**src/rtl/br_pkg.sv**
```systemverilog
// Shared definitions for the branch controller: condition codes, flag bit
// positions and the sequencer state encoding.
package br_pkg;

    localparam int unsigned COND_W = 3;
    localparam int unsigned FLAG_W = 6;
    localparam int unsigned PC_W   = 16;
    localparam int unsigned FCNT_W = 3;

    localparam logic [COND_W-1:0] COND_LT = 3'b000;
    localparam logic [COND_W-1:0] COND_GT = 3'b001;
    localparam logic [COND_W-1:0] COND_LE = 3'b010;
    localparam logic [COND_W-1:0] COND_GE = 3'b011;
    localparam logic [COND_W-1:0] COND_EQ = 3'b100;
    localparam logic [COND_W-1:0] COND_NE = 3'b101;

    // Bit positions within the {NE,EQ,GE,LE,GT,LT} flag word
    localparam int unsigned FLAG_LT = 0;
    localparam int unsigned FLAG_GT = 1;
    localparam int unsigned FLAG_LE = 2;
    localparam int unsigned FLAG_GE = 3;
    localparam int unsigned FLAG_EQ = 4;
    localparam int unsigned FLAG_NE = 5;

    typedef enum logic [1:0] {
        IDLE  = 2'd0,
        WAIT  = 2'd1,
        FLUSH = 2'd2
    } br_state_e;

endpackage

```
**src/rtl/br_cond_eval.sv**
```systemverilog
// Pure combinational branch condition evaluator; reserved codes never take.
module br_cond_eval
    import br_pkg::*;
(
    input  logic [COND_W-1:0] cond,
    input  logic [FLAG_W-1:0] flags,
    output logic              taken_c
);

    always_comb begin
        taken_c = 1'b0;
        case (cond)
            COND_LT: taken_c = flags[FLAG_LT];
            COND_GT: taken_c = flags[FLAG_GT];
            COND_LE: taken_c = flags[FLAG_LE];
            COND_GE: taken_c = flags[FLAG_GE];
            COND_EQ: taken_c = flags[FLAG_EQ];
            COND_NE: taken_c = flags[FLAG_NE];
            default: taken_c = 1'b0;
        endcase
    end

endmodule

```
**src/rtl/branch_ctrl.sv**
```systemverilog
// Branch/jump sequencer: flag register, in-flight compare scoreboard,
// decode stall while waiting on flags, registered redirect and timed flush.
module branch_ctrl
    import br_pkg::*;
#(
    parameter int unsigned FLUSH_CYCLES = 2,
    parameter int unsigned PEND_W       = 2
) (
    input  logic              clk,
    input  logic              rst_n,
    input  logic              cmp_issue,
    input  logic              flags_wr,
    input  logic [FLAG_W-1:0] flags_in,
    input  logic              br_valid,
    input  logic              br_is_jump,
    input  logic [COND_W-1:0] br_cond,
    input  logic [PC_W-1:0]   br_target,
    output logic              br_stall,
    output logic              redirect_valid,
    output logic [PC_W-1:0]   redirect_pc,
    output logic              flush,
    output logic [FLAG_W-1:0] flags_q,
    output logic              err_ovf
);

    localparam logic [PEND_W-1:0] PEND_MAX   = {PEND_W{1'b1}};
    localparam logic [PEND_W-1:0] PEND_ONE   = PEND_W'(1);
    localparam logic [FCNT_W-1:0] FLUSH_INIT = FCNT_W'(FLUSH_CYCLES);

    br_state_e         state_q, state_d;
    logic [PEND_W-1:0] pend_q, pend_d;
    logic [FLAG_W-1:0] flags_d;
    logic              err_ovf_q, err_ovf_d;
    logic [COND_W-1:0] cond_q, cond_d;
    logic [PC_W-1:0]   target_q, target_d;
    logic              redirect_valid_q, redirect_valid_d;
    logic [PC_W-1:0]   redirect_pc_q, redirect_pc_d;
    logic              flush_q, flush_d;
    logic [FCNT_W-1:0] fcnt_q, fcnt_d;

    logic              bypass_c;
    logic              ready_c;
    logic [FLAG_W-1:0] eval_flags_c;
    logic [COND_W-1:0] eval_cond_c;
    logic              taken_c;
    logic              take_c;
    logic [PC_W-1:0]   take_pc_c;

    // The last outstanding compare retiring this cycle can be consumed directly
    assign bypass_c     = (pend_q == PEND_ONE) && flags_wr && !cmp_issue;
    assign ready_c      = (pend_q == '0) || bypass_c;
    assign eval_flags_c = bypass_c ? flags_in : flags_q;
    assign eval_cond_c  = (state_q == WAIT) ? cond_q : br_cond;

    br_cond_eval u_cond_eval (
        .cond    (eval_cond_c),
        .flags   (eval_flags_c),
        .taken_c (taken_c)
    );

    // Flag register and compare scoreboard
    always_comb begin
        pend_d    = pend_q;
        err_ovf_d = err_ovf_q;
        flags_d   = flags_wr ? flags_in : flags_q;
        if (cmp_issue && !flags_wr) begin
            if (pend_q == PEND_MAX) begin
                err_ovf_d = 1'b1;
            end else begin
                pend_d = pend_q + PEND_ONE;
            end
        end else if (flags_wr && !cmp_issue && (pend_q != '0)) begin
            pend_d = pend_q - PEND_ONE;
        end
    end

    // Sequencer next-state, stall and redirect/flush generation
    always_comb begin
        state_d          = state_q;
        cond_d           = cond_q;
        target_d         = target_q;
        redirect_valid_d = 1'b0;
        redirect_pc_d    = redirect_pc_q;
        flush_d          = flush_q;
        fcnt_d           = fcnt_q;
        br_stall         = 1'b0;
        take_c           = 1'b0;
        take_pc_c        = br_target;

        case (state_q)
            IDLE: begin
                if (br_valid) begin
                    if (br_is_jump) begin
                        take_c = 1'b1;
                    end else if (ready_c) begin
                        take_c = taken_c;
                    end else begin
                        cond_d   = br_cond;
                        target_d = br_target;
                        br_stall = 1'b1;
                        state_d  = WAIT;
                    end
                end
            end
            WAIT: begin
                br_stall  = 1'b1;
                take_pc_c = target_q;
                if (ready_c) begin
                    if (taken_c) begin
                        take_c = 1'b1;
                    end else begin
                        br_stall = 1'b0;
                        state_d  = IDLE;
                    end
                end
            end
            FLUSH: begin
                if (fcnt_q <= FCNT_W'(1)) begin
                    flush_d = 1'b0;
                    fcnt_d  = '0;
                    state_d = IDLE;
                end else begin
                    fcnt_d = fcnt_q - FCNT_W'(1);
                end
            end
            default: begin
                state_d = IDLE;
            end
        endcase

        if (take_c) begin
            state_d          = FLUSH;
            redirect_valid_d = 1'b1;
            redirect_pc_d    = take_pc_c;
            flush_d          = 1'b1;
            fcnt_d           = FLUSH_INIT;
        end
    end

    always_ff @(posedge clk or negedge rst_n) begin
        if (!rst_n) begin
            state_q          <= IDLE;
            pend_q           <= '0;
            flags_q          <= '0;
            err_ovf_q        <= 1'b0;
            cond_q           <= '0;
            target_q         <= '0;
            redirect_valid_q <= 1'b0;
            redirect_pc_q    <= '0;
            flush_q          <= 1'b0;
            fcnt_q           <= '0;
        end else begin
            state_q          <= state_d;
            pend_q           <= pend_d;
            flags_q          <= flags_d;
            err_ovf_q        <= err_ovf_d;
            cond_q           <= cond_d;
            target_q         <= target_d;
            redirect_valid_q <= redirect_valid_d;
            redirect_pc_q    <= redirect_pc_d;
            flush_q          <= flush_d;
            fcnt_q           <= fcnt_d;
        end
    end

    assign redirect_valid = redirect_valid_q;
    assign redirect_pc    = redirect_pc_q;
    assign flush          = flush_q;
    assign err_ovf        = err_ovf_q;

endmodule

```
**config.mk**
```make
export PLATFORM = sky130hd
export DESIGN_NAME = branch_ctrl
export DESIGN_NICKNAME = d
export VERILOG_FILES = /design/src/rtl/br_pkg.sv /design/src/rtl/br_cond_eval.sv /design/src/rtl/branch_ctrl.sv
export SDC_FILE = /design/constraint.sdc
export NUM_CORES = 1
export LEC_CHECK = 0
export ABC_AREA = 1
export CAP_MARGIN = 5
export CELL_PAD_IN_SITES_DETAIL_PLACEMENT = 1
export CELL_PAD_IN_SITES_GLOBAL_PLACEMENT = 2
export CORE_UTILIZATION = 27
export DETAILED_ROUTE_END_ITERATION = 16
export PLACE_DENSITY_LB_ADDON = 0.2
export SLEW_MARGIN = 10
export SYNTH_ARGS = -nofsm -noshare
export SYNTH_HDL_FRONTEND = slang
export SYNTH_SLANG_ARGS = --single-unit
```
**constraint.sdc**
```tcl
create_clock -name clk -period 1.9 [get_ports clk]
set_input_delay 0.285 -clock clk [delete_from_list [all_inputs] [get_ports clk]]
set_output_delay 0.285 -clock clk [all_outputs]
set_load 0.02 [all_outputs]
```
**Yosys cells after proc, flatten, opt, wreduce, memory -nomap -nowiden**

Index checks and enable logic that the tools add are counted.

- Bits in registers: 51
- Input bits: 31
- Output and inout port bits: 26
- Logic and storage cells: 85

- Add/sub/neg operators: 3
- Magnitude comparators: 1
- Equality and inequality tests: 16
- Muxes and demuxes: 33
- Bitwise operators: 2
- Reduce and logical (&&, ||, !) cells: 20

Operator list:

| kind | count |
|---|---|
| $mux 2 | 10 |
| $ne 3x3->1 const B | 6 |
| $mux 16 | 1 |
| $mux 1 | 13 |
| $mux 3 | 4 |
| $reduce_bool 2->1 | 4 |
| $eq 3x2->1 const B | 2 |
| $eq 3x3->1 const B | 2 |
| $mux 6 | 1 |
| $pmux 1 s6 | 1 |
| $pmux 2 s3 | 1 |
| $reduce_and 2->1 | 3 |
| $reduce_and 6->1 | 1 |
| $logic_and 1x1->1 | 5 |
| $eq 2x1->1 const B | 2 |
| $eq 2x2->1 const B | 2 |
| $logic_not 2->1 | 2 |
| $pmux 1 s2 | 2 |
| $reduce_and 4->1 | 1 |
| $eq 3x1->1 const B | 1 |
| $le 3x1->1 const B | 1 |
| $logic_not 3->1 | 1 |
| $sub 3x1->3 const B | 1 |
| $add 2x1->2 const B | 1 |
| other kinds (5) | 7 |

**Depth between registers and ports, before layout**

- Depth in word-level cells: 11
- Depth in mapped cells: 17
- Mapped depth without buffers: 15

**Hierarchy**

A second synthesis with hierarchy kept.

- Cells, all modules: 303
- Area, all modules: 2464.9 µm²

By module, submodules not included:

| module | times used | cells each | area each (µm²) | sequential area each (µm²) |
|---|---|---|---|---|
| branch_ctrl | 1 | 280 | 2372.3 | 1276.2 |
| br_cond_eval | 1 | 23 | 92.6 | 0.0 |

**Worst setup path after synthesis**

Ideal clock, no wire load.

- Kind: reg2out
- Start point: register pend_q[1]
- End point: output br_stall
- Arrival: 1.589 ns
- Required time: 1.615 ns
- Setup slack: 0.026 ns
- Cell stages (with the launch flop): 11
- Buffers on the path: 1
- Path through: dfrtp_1 > inv_1 > ha_1 > nand2_1 > nor2_1 > nor2_1 > inv_1 > nor2_1 > nand2_1 > clkbuf_1 > nand2_1

- Word-level cells in the longest chain between the ends: 8
- Elaborated cells on any way between the ends: 13
- Those cells by class: 1 x eq/ne; 8 x mux; 4 x reduce/logical

Ends and longest elaborated chain:

| what | line | RTL |
|---|---|---|
| start: declaration | branch_ctrl.sv:31 | `logic [PEND_W-1:0] pend_q, pend_d;` |
| start signal: assignment | branch_ctrl.sv:154 | `pend_q <= pend_d;` |
| $eq 2x1->1 | branch_ctrl.sv:50 | `assign bypass_c = (pend_q == PEND_ONE) && flags_wr && !cmp_issue;` |
| $logic_and 1x1->1 (2 in a row) | branch_ctrl.sv:50 |  |
| $mux 6 / $logic_or 1x1->1 (equally long branches) | branch_ctrl.sv:52, branch_ctrl.sv:51 |  |
| $pmux 1 s6 / $mux 1 (equally long branches) | br_cond_eval.sv:12, branch_ctrl.sv:95 |  |
| $mux 1, on equally long branches | branch_ctrl.sv:109, branch_ctrl.sv:93 |  |
| $mux 1, on equally long branches | branch_ctrl.sv:108, branch_ctrl.sv:92 |  |
| $pmux 1 s2 (*) | branch_ctrl.sv:90 | `case (state_q)` |
| end: declaration | branch_ctrl.sv:18 | `output logic br_stall,` |

Every way passes the cells marked *; elsewhere a longest branch is shown, timed or not.

**Final worst setup path**

Ends and elaborated chain as after synthesis.

==> metrics.txt <==
Fin Setup TNS=-5.34 ns; Worst Setup Start Kind=flip-flop; Crit Path Max Fanout=5; total grt overflow=0; CP endpoint kind=output pin; gr usage total=14.7%; Die Area=9740 sq um; sequential area share after synthesis=50.5%; Post-Synth XOR/XNOR Area=1.04%; DRT iter0 DRCs=42; CTS Buf Count=5; via-per-instance ratio=4.44; violated checks=setup timing; htree depth=2; Seq pwr share=33.6%; number of max-cap violations=0; min Tclk post-route=about 2.2 ns; Post-Syn Instances=281; Die Height=98.7 um; WL met3=between 200 and 300 um; clock slew at reported path FFs=0.10 ns; slew margin rel.=79.8%; core area=8890 sq um; Reg area=1280 sq um; main combinational cell family by area after synthesis=simple AND/OR/NAND/NOR gates; proportion of synthesized area in mux cells=5.95%; Area growth syn-to-layout=56.4%; simple-gate share of the synthesized area=22.3%; Initial Util=28.4%; RSZ-0062 raised after global routing=true; run status=finished, violations left; IO Pins=57; antenna violations before repair=0; Fmax=0.456 GHz; Yosys warnings=0; unique cell type count in the Yosys netlist=26; Post-DP HPWL=4.34 mm; Ant. Diodes=0; Worst-Margin Slew=slightly above 0.3 ns; vias in the first global route=2277; Hold Violations, Final=0; Pint=3.42 mW; CTS tree=yes; Switching Fraction=39.2%; leakage=1.92 nW; CP startpoint=pend_q[1]; Die W=about 99 um; max layer used=met4; pre-CTS setup slack=-0.768 ns; layout cells sized above 1=34.0%; DR WL/cell=13.9 um; Mapped Avg Cell Area=8.99 sq um; PD cells=1420 nW/um^2; worst min-delay path class=input port to async pin; Comb pwr share=55.2%; CTS Buffer Depth=2; via count=2161; final WL=6.78 mm; Final nets=413; Final setup viols=42; clock latency on the worst-skew pair=0.30 ns; WS Path Type=flip-flop to output pin; clock root buffer master=clkbuf_8; Sink Count=51; First-pass DRT Iterations=4; Setup Skew=roughly 0.0099 ns; CP Data Required Time=approximately 1.6 ns; Seq cells post-synth=51; area of the multi-input gates=1270 sq um; met1 WL=roughly 3.2 mm; first-pass GRT wire length=11.3 mm; I/O Buffers=56; WP data arrival=between 1.5 and 2 ns; largest net degree at the start of global routing=between 50 and 60; Routed met2 length=3.25 mm; reg2reg start=pend_q[1]; Routed Antenna Nets=0; sw power=2.21 mW; Residual DRC=0; synthesized area=2520 sq um; Clock Power Share=between 10 and 15%; Synth Area in Compound Gates=10.7%; Final period util=115%; Peak VDD IR=0.566 mV; Post-Synth Adder-Cell Area=1.98%; syn_nets=316; FILL cells=roughly 1000; FP Rows=34; Final WS setup=-0.293 ns; final RePlAce weighted congestion=0.718; fin. max-slew vios=0
## per-stage QoR
stage               total power, mW  hold slack (ns)  util, %  cell area [sq um]  std cells
floorplan                      3.24          -0.0106        -               2520        281
CTS                            5.52            0.488     43.3               3850        485
finish                         5.62            0.479     44.4               3950        487
detailed placement             4.21            0.304     37.9               3370        460
global route                   6.04            0.501     44.4               3950        487
global placement               4.15            0.308     37.9               3370        460
## layer usage
metal | GRT usage [%] | vias up
met5 | 0 | -
met4 | 3.10 | 0
met3 | 2.98 | 2
met2 | 24.4 | 37
met1 | 20.0 | 1035
li1 | - | 1087
## synth_stat cells
library cell	number	area, sq um
nor2_1	8	30.0
inv_2	2	7.51
dfrtp_1	51	1280
xor2_1	3	26.3
a31o_2	1	8.76
nand4_1	2	12.5
nand3_2	4	40.0
clkbuf_1	4	15.0
nor2_2	1	6.26
nand3_1	7	35.0
o22ai_1	1	6.26
nand2_4	3	33.8
ha_1	4	50.1
o21ai_0	31	155
buf_8	2	30.0
buf_2	3	15.0
buf_6	2	22.5
nand3b_1	1	7.51
o211ai_1	1	7.51
a21oi_1	1	5.00
nand2_2	11	68.8
mux2i_1	6	60.1
mux2_2	8	90.1
inv_1	26	97.6
o21ai_2	10	87.6
nand2_1	88	330
## worst max-delay path: stages (launching register included)
cell	delay (ns)
dfrtp_1	0.41
inv_2	0.09
ha_4	0.17
nand2_2	0.07
nor2_4	0.15
nand2_2	0.07
nand3_2	0.07
nand3_2	0.08
nand2_2	0.09
a21oi_2	0.04
o21ai_2	0.17
nand2_2	0.08
buf_6	0.14
## cells in the final DEF (no fill, tap or decap), drive strengths merged, types with 2 or more instances in the layout
cell type	count
nand2	102
clkdlybuf4s50	54
dfrtp	51
buf	45
o21ai	41
inv	28
nand3	11
nor2	9
mux2	8
clkbuf	7
mux2i	6
ha	4
xor2	3
nand4	2
## final timing paths
check | to | slack (ns) | cells after the start
setup / recovery | br_stall | -0.29 | 12
hold / removal | flags_q[0] | 0.48 | 3
setup reg to reg | target_q[12] | -0.23 | 14
hold reg to reg | err_ovf | 0.49 | 1
max in group asynchronous | target_q[10] | 1.15 | 3
min in group clk | err_ovf | 0.49 | 1
## power by group through the flow
| stage | sequential, mW | clock, mW | combinational (mW) |
|---|---|---|---|
| 2_1_floorplan | 2.04 | 0 | 1.20 |
| 3_3_place_gp | 1.83 | 0 | 2.32 |
| 3_5_place_dp | 1.84 | 0 | 2.36 |
| 4_1_cts | 1.88 | 0.668 | 2.98 |
| 5_1_grt | 1.95 | 0.697 | 3.40 |
| 6_report | 1.89 | 0.630 | 3.10 |
## flip-flops by register name (all words and copies together) (netlist names), 2 cells and up
register	count
pend_q	2
target_q	16
state_q	2
cond_q	3
flags_q	6
redirect_pc	16
fcnt_q	3
## final cells by class
class,count,share of cell area [%]
Tap cell,108,3.42
Inverter,28,2.66
Sequential cell,51,32.3
Clock buffer,6,1.84
Timing Repair Buffer,101,27.4
Clock inverter,2,0.317
Multi-Input combinational cell,191,32.1
## what timing repair did
item / 4_1_cts / 5_1_grt
setup buffers: 13 / 4
endpoints found under the hold margin: 51 / 0
setup endpoints to repair: 31 / 43
hold buffers: 1 / 0
pin swaps: 8 / 12
cloned: 4 / 1
gates resized for setup: 61 / 29
## logic make-up (layout without fill, tap and decap cells)
family,Yosys count,in the layout
AO/OA/AOI/OAI,45,45
XOR/XNOR,3,3
adder cells (fa/ha/maj),4,4
buffers and inverters,39,137
flip-flops,51,51
multiplexers,14,14
AND/OR/NAND/NOR,125,125
No activity file was read; power rests on OpenSTA's default activity.
